$ cat src/rtl/controle_bomba_pkg.sv
// Shared types and helpers for the bomb game controller (controle_bomba).
package bomba_pkg;

   typedef enum logic [1:0] {
      IDLE     = 2'd0,
      ARMED    = 2'd1,
      DEFUSED  = 2'd2,
      EXPLODED = 2'd3
   } estado_t;

   localparam int CODE_DIGITS = 4;

   // Digit 0 is the most significant nibble of the code.
   function automatic logic [3:0] digito_codigo(input logic [15:0] code,
                                                input logic [1:0]  idx);
      logic [15:0] sh;
      sh = code >> (4 * (CODE_DIGITS - 1 - int'(idx)));
      return sh[3:0];
   endfunction

endpackage

$ cat src/rtl/controle_bomba_detector_borda.sv
// Registered rising-edge detector for one key input.
// The input is registered once; the edge flag is registered as well, so an
// input first seen high at edge k is reported by edge_o after edge k and acted
// on by the consumer at edge k+1.
module detector_borda (
   input  logic clk_i,
   input  logic rst_ni,
   input  logic in_i,
   output logic edge_o
);

   logic in_q;
   logic edge_q;

   // During reset the history register tracks the input, so a key held
   // through reset release only counts once it has gone low and risen again.
   always_ff @(posedge clk_i) begin
      if (!rst_ni) begin
         in_q   <= in_i;
         edge_q <= 1'b0;
      end else begin
         in_q   <= in_i;
         edge_q <= in_i & ~in_q;
      end
   end

   assign edge_o = edge_q;

endmodule

$ cat src/rtl/controle_bomba.sv
// Game-sequencing controller for the bomb clock.
// Arms the countdown timer on START, checks a 4-digit code entered digit by
// digit with CONFIRM, and reports defused / exploded.
// Optional feature macro: STRIKES_EN (wrong entries counted as strikes up to
// N_STRIKES; without it any wrong digit explodes the bomb at once).
module controle_bomba
   import bomba_pkg::*;
#(
   parameter logic [15:0] CODE      = 16'h1234,
   parameter int          N_STRIKES = 3
) (
   input  logic       CLOCK,
   input  logic       RESET_N,
   input  logic       START,
   input  logic       CONFIRM,
   input  logic [0:3] DIGITO,
   input  logic       TEMPO_ACABOU,
   output logic       TIMER_RESET,
   output logic       TIMER_PAUSE,
   output logic       ARMADO,
   output logic       DESARMADO,
   output logic       EXPLODIU,
   output logic [0:2] PROGRESSO,
   output logic [0:1] STRIKES
);

   if (N_STRIKES < 1 || N_STRIKES > 3) begin : g_bad_strikes
      $error("controle_bomba: N_STRIKES must be in 1..3");
   end

   logic start_edge;
   logic confirm_edge;

   detector_borda u_borda_start (
      .clk_i  (CLOCK),
      .rst_ni (RESET_N),
      .in_i   (START),
      .edge_o (start_edge)
   );

   detector_borda u_borda_confirm (
      .clk_i  (CLOCK),
      .rst_ni (RESET_N),
      .in_i   (CONFIRM),
      .edge_o (confirm_edge)
   );

   estado_t    state_q, state_d;
   logic [2:0] prog_q, prog_d;
   logic [1:0] strikes_q, strikes_d;
   logic       timer_reset_q, timer_reset_d;
   logic       timer_pause_q, timer_pause_d;
   logic       armado_q, armado_d;
   logic       desarmado_q, desarmado_d;
   logic       explodiu_q, explodiu_d;

   logic [3:0] digito;
   logic       digito_ok;

   assign digito    = DIGITO;
   // Switch values above 9 are never a valid BCD digit, whatever CODE holds.
   assign digito_ok = (digito <= 4'd9) &&
                      (digito == digito_codigo(CODE, prog_q[1:0]));

`ifdef STRIKES_EN
   localparam logic [1:0] StrikeLimit = 2'(N_STRIKES);
   logic [1:0] strikes_inc;
   assign strikes_inc = strikes_q + 2'd1;
`endif

   // Next state and next registered outputs; timeout wins over a digit entry.
   always_comb begin
      state_d       = state_q;
      prog_d        = prog_q;
      strikes_d     = strikes_q;
      timer_reset_d = 1'b0;
      case (state_q)
         ARMED: begin
            if (TEMPO_ACABOU) begin
               state_d = EXPLODED;
            end else if (confirm_edge) begin
               if (digito_ok) begin
                  prog_d = prog_q + 3'd1;
                  if (prog_q == 3'(CODE_DIGITS - 1)) begin
                     state_d = DEFUSED;
                  end
               end else begin
                  prog_d = 3'd0;
`ifdef STRIKES_EN
                  strikes_d = strikes_inc;
                  if (strikes_inc == StrikeLimit) begin
                     state_d = EXPLODED;
                  end
`else
                  state_d = EXPLODED;
`endif
               end
            end
         end
         default: begin
            // IDLE, DEFUSED and EXPLODED all arm on START and ignore CONFIRM.
            if (start_edge) begin
               state_d       = ARMED;
               prog_d        = 3'd0;
               strikes_d     = 2'd0;
               timer_reset_d = 1'b1;
            end
         end
      endcase
      timer_pause_d = (state_d != ARMED);
      armado_d      = (state_d == ARMED);
      desarmado_d   = (state_d == DEFUSED);
      explodiu_d    = (state_d == EXPLODED);
   end

   // State and output registers; reset holds the timer paused without a pulse.
   always_ff @(posedge CLOCK) begin
      if (!RESET_N) begin
         state_q       <= IDLE;
         prog_q        <= 3'd0;
         strikes_q     <= 2'd0;
         timer_reset_q <= 1'b0;
         timer_pause_q <= 1'b1;
         armado_q      <= 1'b0;
         desarmado_q   <= 1'b0;
         explodiu_q    <= 1'b0;
      end else begin
         state_q       <= state_d;
         prog_q        <= prog_d;
         strikes_q     <= strikes_d;
         timer_reset_q <= timer_reset_d;
         timer_pause_q <= timer_pause_d;
         armado_q      <= armado_d;
         desarmado_q   <= desarmado_d;
         explodiu_q    <= explodiu_d;
      end
   end

   assign TIMER_RESET = timer_reset_q;
   assign TIMER_PAUSE = timer_pause_q;
   assign ARMADO      = armado_q;
   assign DESARMADO   = desarmado_q;
   assign EXPLODIU    = explodiu_q;
   assign PROGRESSO   = prog_q;
   assign STRIKES     = strikes_q;

endmodule

$ cat config.mk
export PLATFORM = sky130hd
export DESIGN_NAME = controle_bomba
export DESIGN_NICKNAME = d
export VERILOG_FILES = /design/src/rtl/controle_bomba_pkg.sv /design/src/rtl/controle_bomba_detector_borda.sv /design/src/rtl/controle_bomba.sv
export SDC_FILE = /design/constraint.sdc
export NUM_CORES = 1
export LEC_CHECK = 0
export CORE_AREA = 2 2 39 41
export DETAILED_ROUTE_END_ITERATION = 7
export DIE_AREA = 0 0 41 43
export DONT_BUFFER_PORTS = 1
export PLACE_DENSITY = 0.67
export SYNTH_ARGS = -nofsm -noshare
export SYNTH_HDL_FRONTEND = slang
export SYNTH_SLANG_ARGS = --single-unit
$ cat constraint.sdc
create_clock -name CLOCK -period 2.7 [get_ports CLOCK]
set_input_delay 0.27 -clock CLOCK [delete_from_list [all_inputs] [get_ports CLOCK]]
set_output_delay 0.27 -clock CLOCK [all_outputs]
set_load 0.05 [all_outputs]
* After elaboration in Yosys (flattened, before gate mapping)
Index checks and enable logic that the tools add are counted.
Storage, ports and cells: input port bits 9, register bits after elaboration 14, output and inout bits 10, logic and storage cells 45
Operators by class: $lt $le $gt $ge 1, mux-type cells 12, equality and inequality tests 9, shift operators 1, bitwise logic cells 5, reduce and logical (&&, ||, !) cells 4, add/subtract/negate cells 2
Operators with widths (number):
- right shift 13 x 32 -> 4 bit, first input constant | 1
- two-way mux 3 bit | 5
- two-way mux 2 bit | 6
- == test 2 x 1 -> 1 bit, second input constant | 2
- == test 2 bit, second input constant | 2
- == test 4 bit | 1
- <= comparator 4 bit, second input constant | 1
- inequality test 2 x 1 -> 1 bit, second input constant | 2
- adder 3 x 1 -> 3 bit, second input constant | 1
- == test 3 x 2 -> 1 bit, second input constant | 1
- inverter 1 bit | 3
- AND reduction 3 bit | 1
- subtractor 2 x 2 -> 3 bit, first input constant | 1
- bitwise AND 1 bit | 2
- inequality test 2 bit, second input constant | 1
- nonzero test 2 bit | 1
- OR reduction 2 bit | 1
- logical AND 1 bit | 1
- two-way mux 1 bit | 1

* Depth between registers and ports, before layout
word-level depth 9, mapped depth 6, gate-level depth less buffers 6

* Modules after synthesis
A second synthesis with hierarchy kept.
Second synthesis, totals: cell total of the unflattened synthesis 53, area, all modules 558.0 um^2
By module, submodules not included:
- controle_bomba | area an instance 460.4 um^2, seq. area each 200.2 um^2, cells each 47, times used 1
- detector_borda | area an instance 48.8 um^2, seq. area each 40.0 um^2, cells each 3, times used 2

* Worst setup path after synthesis
OpenSTA, ideal clock, no wires.
path kind register to register, start point reg prog_q[0] (netlist: PROGRESSO[2]), end point reg timer_pause_q (netlist: TIMER_PAUSE), buffers on the path 0, cell stages (with the launch flop) 6, setup time 0.120 ns, clock period less this slack 2.287 ns, required time 2.580 ns, slack 0.413 ns, arrival time 2.167 ns, cells stage by stage dfxtp_1 -> ha_1 -> xor2_1 -> or4_4 -> a41o_1 -> or2_1
On the way: word-level cells in the longest chain between the ends 9, elaborated cells on any way between the ends 11, those cells by class add/sub: 1; eq/ne: 3; shift: 1; mux: 5; reduce/logical: 1
Ends and longest elaborated chain:
- start, declared | RTL line controle_bomba.sv:49 | logic [2:0] prog_q, prog_d;
- start signal, assigned | RTL line controle_bomba.sv:129 | prog_q <= prog_d;
- subtractor 2 x 2 -> 3 bit | RTL line controle_bomba_pkg.sv:17 | sh = code >> (4 * (CODE_DIGITS - 1 - int'(idx)));
- right shift 13 x 32 -> 4 bit | RTL line controle_bomba_pkg.sv:17
- == test 4 bit | RTL line controle_bomba.sv:63 | (digito == digito_codigo(CODE, prog_q[1:0]));
- logical AND 1 bit | RTL line controle_bomba.sv:62 | assign digito_ok = (digito <= 4'd9) &&
- two-way mux 2 bit (*) | RTL line controle_bomba.sv:82 | if (digito_ok) begin
- two-way mux 2 bit (*) | RTL line controle_bomba.sv:81 | end else if (confirm_edge) begin
- two-way mux 2 bit (*) | RTL line controle_bomba.sv:79 | if (TEMPO_ACABOU) begin
- two-way mux 2 bit (*) | RTL line controle_bomba.sv:77 | case (state_q)
- inequality test 2 x 1 -> 1 bit (*) | RTL line controle_bomba.sv:110 | timer_pause_d = (state_d != ARMED);
- end signal, assigned | RTL line controle_bomba.sv:132 | timer_pause_q <= timer_pause_d;
- end, declared | RTL line controle_bomba.sv:52 | logic timer_pause_q, timer_pause_d;
Every way passes the cells marked *; elsewhere a longest branch is shown, timed or not. A chain may end at the register's enable or synchronous reset.

* Worst setup path after layout
Same ends and word-level chain as after synthesis.

==> out/qor.csv <==
metric,value,unit
status,finished clean,
p_clk_share,29.7,%
ys_ff_latch,14,
ctsResizeCount,0,
switchingPower,80.2,µW
synth_area,549,µm²
numCtsBuffers,3,
final_common_cell,dfxtp_1,
pre_cts_ws,0.756,ns
end_kind,flip-flop,
cp.required,2.86,ns
die_w,41,µm
drt_iter0_drc,0,
core-area,1380,µm²
slowest_stage,or4_4,
synth_top_area_cell,dfxtp_1,
row_count,14,
hold_viol,0,
die_h,43,µm
cts_tree,yes,
tns,0,ns
cap_violations,0,
wl_per_cell,11.0,µm
dieArea,1760,µm²
yosysSeqAreaShare,51.0,%
fin_crit_sh,72.2,%
yosys-top-cells-area,"dfxtp_1, ha_1, nand2_1, and2_1, or3b_1",
gp_congestion,0.787,
rr_startpoint,PROGRESSO[2],
sequentialPowerShare,64.3,%
drc,0,
path_clk_slew,0.07,ns
skew,0.000134,ns
hold_path_class,input pin to flip-flop,
synth-warning-count,0,
critPathLaunch,PROGRESSO[2],
power_density,593,nW/µm²
maxSlewHeadroom,64.2,%
min_period,1.95,ns
crit_type,flip-flop to flip-flop,
syn_area_per_cell,9.99,µm²
diodes,0,
worst_slew_pin_slew,0.536,ns
final_cell_mix,"dfxtp_1, nand2_1",
nNetsFinal,72,
arrival,2.11,ns
grt_pass1_vias,340,
drive_above_1_share,11.9,%
ant_nets,0,
multi_input_area,246,µm²
start_util,39.7,%
drv_slew,0,
synth.distinct_cells,23,
hold_buffers,0,
syn_to_final_growth,8.43,%
setup_viol,0,
critPathMaxFanout,6,
hold_path.startpoint,START,
fmax,0.513,GHz
pwr-share-comb,5.9,%
fin_util,43.0,%
antenna_found_initial,0,
synth_top_area_share,51.0,%
drtPass1Iterations,1,
syn_inst,55,
grtUsageTotal,12.0,%
viasPerCell,5.03,
total_power,353,µW
hold_slack,0.0271,ns
h-tree-depth,1,
critical_path.max_stage_delay,0.55,ns
overflow,0,
wirelength,828,µm
worst_slack,0.750,ns
clock_latency,0.26,ns
internal_power,273,µW
portBuffers,0,
grt_first_pass_wirelength,1.37,mm
grt_setup_unrepaired,no,
nFillCells,148,
startpoint_type,flip-flop,
swShare,22.7,%
post_cts.repair.setup_buffers,0,
register_area,280,µm²
leakagePower,0.255,nW
vias,377,
path_cells,"ha_1, xor2_1, or4_4, a41o_1, or2_1",
ios,19,
cts_root_buf,clkbuf_4,
cts_sinks,14,
grt_max_degree,10,
peakVddDrop,214,µV
clk_path_buf_depth,2,
[critical path, delay by kind of cell (launching register included)]
kind,cells,cell delay [ns]
and+or+nand+nor,2,0.76
xor gates and xnor gates,1,0.15
AOI/OAI and AO/OA,1,0.30
DFF,1,0.32
adders and majority gates,1,0.32
[power by group through the flow]
stage               clock network, mW  logic, mW  registers, mW
CTS                             0.112     0.0211          0.227
finish                          0.105     0.0210          0.227
detailed placement                  0     0.0210          0.232
global placement                    0     0.0208          0.232
global route                    0.123     0.0231          0.229
floorplan                           0     0.0213          0.231
[routing by layer]
layer  global-route usage, %  up-vias  routed length, µm
met3                    8.38        2                 62
met5                       0        -                  0
met4                    6.00        0                 14
met2                    16.6       12                405
met1                    13.4      170                346
li1                        -      193                  -
[per-stage QoR]
stage | cells | area [µm²]
global route | 75 | 596
finish | 75 | 596
detailed placement | 72 | 573
global placement | 72 | 573
floorplan | 56 | 553
CTS | 75 | 596
[cell type report]
cell class              count  share of cell area, %
multi-input cells          37                   41.4
repair buffers              2                   2.52
flip-flops and latches     14                   47.1
inverters                   3                   1.89
well taps                  16                   3.36
clock buffers               3                   3.78
[path summary, 6_finish.rpt]
path              cells past startpoint  slack (ns)                    to
setup / recovery                      5        0.75           TIMER_PAUSE
hold / removal                        0        0.03    u_borda_start.in_q
setup reg to reg                      5        0.75           TIMER_PAUSE
hold reg to reg                       1        0.38  u_borda_start.edge_o
[cell families after synthesis]
kind of cell | after synthesis | share of synthesized area (%)
simple gates | 20 | 21.6
compound gates | 10 | 12.5
other cells | 1 | 0.683
flops | 14 | 51.0
buf+inv | 5 | 4.78
fa+ha+maj | 2 | 4.56
xor+xnor | 3 | 4.78
[cells in the mapped netlist, drive strengths merged]
library cell	number
a41o	1
o2bb2ai	1
and3	2
and4bb	1
o22ai	2
buf	2
a21boi	2
or4	1
o21ai	1
nor2	3
ha	2
or3b	2
xnor2	1
xor2	2
o21a	1
or2	1
a21oi	2
dfxtp	14
and2	3
conb	1
inv	3
nand2b	1
nand2	6
[registers in the layout, indices dropped and copies added, names as in the netlist]
name and flops:
EXPLODIU 1, u_borda_confirm.edge_o 1, TIMER_PAUSE 1, u_borda_start.edge_o 1, state_q 2, u_borda_start.in_q 1
TIMER_RESET 1, DESARMADO 1, u_borda_confirm.in_q 1, PROGRESSO 3, ARMADO 1
Note: power is estimated with default switching activity, not from simulation.
